==> src/rtl/entropy_word_packer_pkg.sv <==
// Shared parameters for the entropy path: the health-test constants and the
// word packer / FIFO geometry used downstream of the health test.
package entropy_word_packer_pkg;

  // Health-test window length and repetition cutoff, kept here so every block
  // in the entropy path pulls them from one place.
  localparam int ENTROPY_SAMPLE = 1024;
  localparam int C_PERM         = 40;

  // Packer geometry: bits per word and number of buffered words.
  localparam int WORD_W     = 32;
  localparam int FIFO_DEPTH = 4;

endpackage

==> src/rtl/entropy_fifo.sv <==
// Small synchronous FIFO with first-word-fall-through read.
// Ports:
//   clk, rst     clock and synchronous active-high reset
//   push, din    write din when push is high and the FIFO is not full
//   pop          drop the head word when pop is high and the FIFO is not empty
//   flush        empty the FIFO (pointers and level to zero); beats push/pop
//   dout         head word, mem[rd_ptr], valid whenever !empty
//   level        number of stored words (0..DEPTH)
//   empty, full  level == 0 / level == DEPTH
module entropy_fifo #(
  parameter int WORD_W = 32,
  parameter int DEPTH  = 4
) (
  input  logic                       clk,
  input  logic                       rst,
  input  logic                       push,
  input  logic                       pop,
  input  logic                       flush,
  input  logic [WORD_W-1:0]          din,
  output logic [WORD_W-1:0]          dout,
  output logic [$clog2(DEPTH):0]     level,
  output logic                       empty,
  output logic                       full
);

  localparam int PTR_W = $clog2(DEPTH);
  localparam int LVL_W = PTR_W + 1;

  logic [WORD_W-1:0] mem [DEPTH];
  logic [PTR_W-1:0]  wr_ptr;
  logic [PTR_W-1:0]  rd_ptr;
  logic              push_en;
  logic              pop_en;

  assign full    = (level == LVL_W'(DEPTH));
  assign empty   = (level == '0);
  assign push_en = push && !full;
  assign pop_en  = pop && !empty;
  assign dout    = mem[rd_ptr];

  // Pointers wrap modulo DEPTH on their own; level is kept separately so a
  // full FIFO is distinguishable from an empty one.
  always_ff @(posedge clk) begin
    if (rst || flush) begin
      wr_ptr <= '0;
      rd_ptr <= '0;
      level  <= '0;
    end else begin
      if (push_en) wr_ptr <= wr_ptr + 1'b1;
      if (pop_en)  rd_ptr <= rd_ptr + 1'b1;
      case ({push_en, pop_en})
        2'b10:   level <= level + 1'b1;
        2'b01:   level <= level - 1'b1;
        default: level <= level;
      endcase
    end
  end

  // Storage is not reset; the head word is only meaningful while !empty.
  always_ff @(posedge clk) begin
    if (push_en && !flush && !rst) mem[wr_ptr] <= din;
  end

endmodule

==> src/rtl/entropy_word_packer.sv <==
// Packs the health-tested entropy bit stream (one bit per cycle) into WORD_W
// bit words, first accepted bit at the MSB, and buffers completed words in an
// entropy_fifo toward the conditioner.
// Ports:
//   clk, rst    clock and synchronous active-high reset
//   bit_in      raw entropy bit
//   bit_valid   bit_in is offered this cycle
//   perm_fail   permanent health failure: drop everything, set err
//   full        buffer cannot take bits (also high while err)
//   word_out    head word (zero while no word is valid)
//   word_valid  word_out holds a word
//   word_ready  consumer takes word_out this cycle
//   level       number of buffered words
//   err         sticky permanent-failure flag, cleared only by rst
module entropy_word_packer
  import entropy_word_packer_pkg::*;
#(
  parameter int WORD_W = entropy_word_packer_pkg::WORD_W,
  parameter int DEPTH  = entropy_word_packer_pkg::FIFO_DEPTH
) (
  input  logic                   clk,
  input  logic                   rst,
  input  logic                   bit_in,
  input  logic                   bit_valid,
  input  logic                   perm_fail,
  output logic                   full,
  output logic [WORD_W-1:0]      word_out,
  output logic                   word_valid,
  input  logic                   word_ready,
  output logic [$clog2(DEPTH):0] level,
  output logic                   err
);

  localparam int CNT_W = $clog2(WORD_W);

  logic [WORD_W-1:0] shreg;
  logic [CNT_W-1:0]  bit_cnt;
  logic [WORD_W-1:0] next_word;
  logic [WORD_W-1:0] fifo_dout;
  logic              fifo_empty;
  logic              fifo_full;
  logic              acc;
  logic              push;
  logic              pop;

  // Both terms of full come straight from registers (err and the FIFO level).
  assign full       = err || fifo_full;
  assign word_valid = !err && !fifo_empty;
  assign word_out   = word_valid ? fifo_dout : '0;

  // perm_fail blocks the accept and the pop in its own cycle and flushes.
  assign acc       = bit_valid && !full && !err && !perm_fail;
  assign next_word = {shreg[WORD_W-2:0], bit_in};
  assign push      = acc && (bit_cnt == CNT_W'(WORD_W - 1));
  assign pop       = word_valid && word_ready && !perm_fail;

  always_ff @(posedge clk) begin
    if (rst) begin
      shreg   <= '0;
      bit_cnt <= '0;
      err     <= 1'b0;
    end else if (perm_fail) begin
      shreg   <= '0;
      bit_cnt <= '0;
      err     <= 1'b1;
    end else if (acc) begin
      shreg   <= next_word;
      bit_cnt <= bit_cnt + 1'b1;
    end
  end

  entropy_fifo #(
    .WORD_W (WORD_W),
    .DEPTH  (DEPTH)
  ) u_fifo (
    .clk   (clk),
    .rst   (rst),
    .push  (push),
    .pop   (pop),
    .flush (perm_fail),
    .din   (next_word),
    .dout  (fifo_dout),
    .level (level),
    .empty (fifo_empty),
    .full  (fifo_full)
  );

endmodule

==> config.mk <==
export PLATFORM = sky130hd
export DESIGN_NAME = entropy_word_packer
export DESIGN_NICKNAME = d
export VERILOG_FILES = /design/src/rtl/entropy_word_packer_pkg.sv /design/src/rtl/entropy_fifo.sv /design/src/rtl/entropy_word_packer.sv
export SDC_FILE = /design/constraint.sdc
export NUM_CORES = 1
export LEC_CHECK = 0
export BUFFER_PORTS_ARGS = -buffer_cell sky130_fd_sc_hd__buf_2
export CORE_ASPECT_RATIO = 0.8
export CORE_MARGIN = 2
export CORE_UTILIZATION = 50
export CTS_CLUSTER_DIAMETER = 150
export DETAILED_ROUTE_END_ITERATION = 10
export PLACE_DENSITY = 0.73
export SLEW_MARGIN = 5
export SYNTH_ARGS = -nofsm -noshare
export SYNTH_HDL_FRONTEND = slang
export SYNTH_HIERARCHICAL = 1
export SYNTH_SLANG_ARGS = --single-unit
export TNS_END_PERCENT = 1
==> constraint.sdc <==
create_clock -name clk -period 9.3 [get_ports clk]
set_input_delay 1.86 -clock clk [delete_from_list [all_inputs] [get_ports clk]]
set_output_delay 1.86 -clock clk [all_outputs]
set_load 0.005 [all_outputs]
== Word level (Yosys, flattened, before mapping) ==
Memories as Yosys holds them, arrays and structs flattened. A register that Yosys moved wholly into a read port is not among the register bits.
Cells that the tools add are included.
Word-level totals
  memories: 1
  output and inout bits: 38
  bits in writable memories: 128
  word-level logic and storage cells: 44
  flip-flop bits (word level): 44
  memory bits (read-only): 0
  latch bits: 0
Cells by class
  shift-type cells: 0
  div/mod/pow operators: 0
  $mul: 0
  magnitude comparators: 0
  mux-type cells: 6
  equal/unequal tests: 4
  $add $sub $neg: 5
  reduce and logical (&&, ||, !) cells: 22
  bitwise logic cells: 0
Memory list
  u_fifo.mem: words 4, bits a word 32, read ports 1, clocked after memory_dff 1, wr ports 1, RTL line entropy_fifo.sv:29  | logic [WORD_W-1:0] mem [DEPTH];
Operators by type and width (number)
  2-to-1 mux 32 bit: 1
  logical AND 1 bit: 11
  logical NOT 1 bit: 6
  one-hot mux 3 bit (2 select lines): 1
  adder 5 x 1 -> 5 bit, second input constant: 1
  == test 5 bit, second input constant: 1
  adder 2 x 1 -> 2 bit, second input constant: 2
  2-to-1 mux 2 bit: 2
  adder 3 x 1 -> 3 bit, second input constant: 1
  == test 3 bit, second input constant: 1
  logical NOT 3 bit: 1
  subtractor 3 x 1 -> 3 bit, second input constant: 1
  == test 2 x 1 -> 1 bit, second input constant: 1
  == test 2 bit, second input constant: 1
  logical OR 1 bit: 2
  2-to-1 mux 1 bit: 2
  nonzero test 2 bit: 1
  OR reduction 2 bit: 1

== Depth between registers and ports, before layout ==
  depth in word-level cells: 12
  depth in mapped cells: 13
  mapped depth without buffers: 12

== By module ==
The synthesis kept the hierarchy.
Modules (own cells, without submodules)
  entropy_fifo: cells each 222, instances 1, area each 5088.6 µm²
  entropy_word_packer: cells each 204, instances 1, area each 1559.0 µm²

== Worst setup path after synthesis ==
Ideal clock, no wire load.
  path type: in2reg
  from: input perm_fail
  to: memory u_fifo.mem[0][0], enable pin
  cell stages on the path: 5
  path buffers: 1
  data required time: 8.908 ns
  setup time: 0.392 ns
  data arrival time: 3.903 ns
  setup slack: 5.005 ns
  cell sequence: nor4b_2 > clkbuf_1 > and2_1 > and2_4 > and3_1
On the way
  word-level cells in the longest chain between the ends: 8
Ends and longest elaborated chain
  start: declaration: RTL line entropy_word_packer.sv:25  | input logic perm_fail,
  logical NOT 1 bit: RTL line entropy_word_packer.sv:52  | assign acc = bit_valid && !full && !err && !perm_fail;
  logical AND 1 bit: RTL line entropy_word_packer.sv:52
  logical AND 1 bit: RTL line entropy_word_packer.sv:54  | assign push = acc && (bit_cnt == CNT_W'(WORD_W - 1));
  via push: RTL line entropy_word_packer.sv:43  | logic push;
  logical AND 1 bit: RTL line entropy_fifo.sv:37  | assign push_en = push && !full;
  logical AND 1 bit (2 in series): RTL line entropy_fifo.sv:61  | if (push_en && !flush && !rst) mem[wr_ptr] <= din;
  2-to-1 mux 1 bit: RTL line entropy_fifo.sv:61
  2-to-1 mux 1 bit (implied by the code): RTL line entropy_fifo.sv:61
  end: declaration: RTL line entropy_fifo.sv:29
The timed path passes the listed nets, and every way through them passes these cells.

==> impl_metrics.tcl <==
set metrics [dict create \
    status "complete, no violations" \
    syn_area_per_cell_um2 15.6 \
    io_pins 44 \
    antenna_found_initial 0 \
    rows 37 \
    cts_made_buffers 17 \
    gp_congestion 0.730 \
    cellInternalPower_w 0.00123 \
    grt_max_degree 38 \
    place_area_mm2 0.00705 \
    power_frac_comb_pct 0.9 \
    swShare_pct 20.0 \
    wl_per_cell_um 17.8 \
    p_total_w 0.00153 \
    fmax_ghz 0.247 \
    place_inst 630 \
    wl_mm 11.8 \
    final_nets 488 \
    critPathSlowestCell "mux4_2" \
    yosys_warnings 6 \
    avgViaCountPerCell 5.40 \
    r2r_slack_ps 6150 \
    power_switching_w 0.000306 \
    path_buf_inv 2 \
    dp_hpwl_mm 6.41 \
    drt_pass1_iterations 4 \
    root_buffer "clkbuf_16" \
    ctsLongestPathBuffers 2 \
    stdcell_area_mm2 0.00765 \
    fin_skew_ps 15.0 \
    r2r_end "u_fifo/level[2]" \
    fin_crit_ps 4060 \
    critPathMaxStageDelay_ps 630 \
    grt_pass1_vias 3542 \
    die_w_um 133 \
    htree_levels 4 \
    whs_endpoint "bit_cnt[4]" \
    cp_max_fo 32 \
    maxCapViolations 0 \
    hold_depth 2 \
    seqPwrFrac_pct 53.7 \
    synthesis.nets 440 \
    clockPowerShare_pct 45.3 \
    route.detailed.drc 0 \
    setup_viol 0 \
    max_slew_margin_pct 49.8 \
    cp_cell_sequence "buf_4 -> mux4_2 -> and2_1 -> buf_2" \
    min_path_type "reg -> reg" \
    worstMarginPinSlew_ps 752 \
    syn-cell-area_mm2 0.00665 \
    initial_core_util_pct 51.5 \
    clkTransAtPathRegs_ps 60 \
    min_from "bit_cnt[4]" \
    grt_use_total_pct 18.1 \
    final_antenna_net_count 0 \
    cts_tree "yes" \
    cts_resized 0 \
    ir_drop_mv 0.128 \
    overflow 0 \
    fin_tns_setup_ps 0 \
    synth_seq_cells 174 \
    crit_family "buffers and inverters" \
    die_h_um 107 \
    power_density_mw_per_mm2 200 \
    numPortBuffers 43 \
    crit_arrival_ps 2200 \
    via_count 3574 \
    drive_above_1_share_pct 24.8 \
    clkLatencyLatePin_ps 430 \
    endpoint_kind "output port" \
    die-area_mm2 0.0142 \
    cp-start-kind "register" \
    worstReg2RegStart "u_fifo/level[2]" \
    n_antenna_cell 0 \
    ys_seq_area_share_pct 71.7 \
    cts_sinks 174 \
    synthCells 426 \
    instances_no_fill 662 \
    synth_cell_types 33 \
    critPathRequiredTime_ps 7440 \
    crit_cells 4 \
    slew_viol_final 0 \
    rsz0062_at_grt "no" \
    p_leak_nw 2.70 \
    post_cts_buffers 0 \
    core-area_mm2 0.0129 \
    crit_type "reg -> out" \
    finalCritPeriodShare_pct 43.6 \
    r2r_cells 13 \
    hold_viol_final 0 \
    ctsHoldBuffers 0 \
    area_delta_synth_final_pct 15.1 \
    grt_pass1_wl_mm 19.1 \
    drtIter0Drc 356 \
]
-- placed cells by master (no fill, tap or decap), types with 4 or more instances in the layout --
cell,n
buf_2,43
buf_4,8
nor2_1,7
clkinv_4,6
a21oi_1,39
inv_1,8
o21ai_0,6
edfxtp_1,128
clkbuf_16,17
nand2_1,68
mux4_2,32
ha_1,7
and3_1,5
and2_1,33
dfxtp_1,45
or3_1,4
-- cell usage after synthesis, drive strengths merged --
| library cell | number | area, um^2 |
|---|---|---|
| dfxtp | 46 | 921 |
| o31ai | 1 | 7.51 |
| edfxtp | 128 | 3840 |
| inv | 8 | 30.0 |
| ha | 7 | 87.6 |
| xnor2 | 1 | 8.76 |
| nor2b | 1 | 6.26 |
| nand3 | 2 | 10.0 |
| buf | 10 | 53.8 |
| and2 | 34 | 215 |
| or3b | 1 | 11.3 |
| mux4 | 32 | 721 |
| clkbuf | 12 | 46.3 |
| or4b | 2 | 20.0 |
| nand4 | 1 | 6.26 |
| nor2 | 8 | 30.0 |
| nor3 | 1 | 5.00 |
| nand2 | 68 | 255 |
| fa | 1 | 20.0 |
| xor2 | 2 | 17.5 |
| or2 | 3 | 18.8 |
| and3 | 5 | 31.3 |
| nor4b | 2 | 23.8 |
| or3 | 4 | 25.0 |
| a21o | 1 | 7.51 |
| a21oi | 39 | 195 |
| o21ai | 6 | 30.0 |
-- state kept, by name (all words and copies together), names as in the netlist, named ones only --
register       flops
bit_cnt            5
err                1
shreg             31
u_fifo/level       3
u_fifo/mem       128
u_fifo/rd_ptr      2
u_fifo/wr_ptr      2
-- worst min-delay path, cell delays in order, from the launching register on --
cell	delay [ps]
dfxtp_1	310
nand2_1	50
a21oi_1	50
-- worst max-delay path by stage --
stage / startpoint / end / slack, ps
global route: register / word_out[27] / 5100
global placement: perm_fail / u_fifo/level[2] / 5190
detailed placement: perm_fail / u_fifo/level[2] / 5060
floorplan: perm_fail / u_fifo/mem[0][0] / 5000
CTS: u_fifo/level[0] / word_out[26] / 5050
finish: register / word_out[27] / 5240
-- stage by stage --
stage | util (%) | setup WS [ps] | hold WS (ps)
floorplan | - | 5000 | 441
global placement | 54.6 | 5190 | 447
detailed placement | 54.6 | 5060 | 458
CTS | 59.2 | 5050 | 467
global route | 59.2 | 5100 | 498
finish | 59.2 | 5240 | 463
-- logic make-up (layout without fill, tap and decap cells) --
kind of cell / after synthesis / count (layout) / synth area share (%)
xor gates and xnor gates: 3 / 3 / 0.395
and+or+nand+nor: 132 / 132 / 9.90
DFF: 174 / 174 / 71.7
buffers and inverters: 30 / 91 / 1.96
muxes: 32 / 32 / 10.8
adders and majority gates: 8 / 8 / 1.62
AOI/OAI and AO/OA: 47 / 47 / 3.61
-- final cells by class --
class	instances	area, um^2
flip-flops and latches	174	4770
repair buffers	51	275
inverters	8	30.0
clock inverters	14	161
clock buffers	18	429
fillers	979	5270
multi-input cells	222	1770
well taps	175	219
-- routing by layer --
metal | GRT usage (%) | up-vias | wire [um] | part of all wire, %
met5 | 0 | - | 0 | 0
met4 | 5.45 | 0 | 43 | 0.36
met3 | 5.34 | 6 | 515 | 4.4
met2 | 29.2 | 85 | 5840 | 50
met1 | 24.2 | 1807 | 5380 | 46
li1 | - | 1676 | - | -
-- power by group through the flow --
| stage | combinational [W] | clock [W] | sequential (W) |
|---|---|---|---|
| finish | 0.0000141 | 0.000695 | 0.000823 |
| global placement | 0.0000139 | 0 | 0.000840 |
| CTS | 0.0000143 | 0.000707 | 0.000823 |
| floorplan | 0.00000873 | 0 | 0.000840 |
| detailed placement | 0.0000143 | 0 | 0.000840 |
| global route | 0.0000157 | 0.000742 | 0.000823 |
Note: power is estimated with default switching activity, not from simulation.
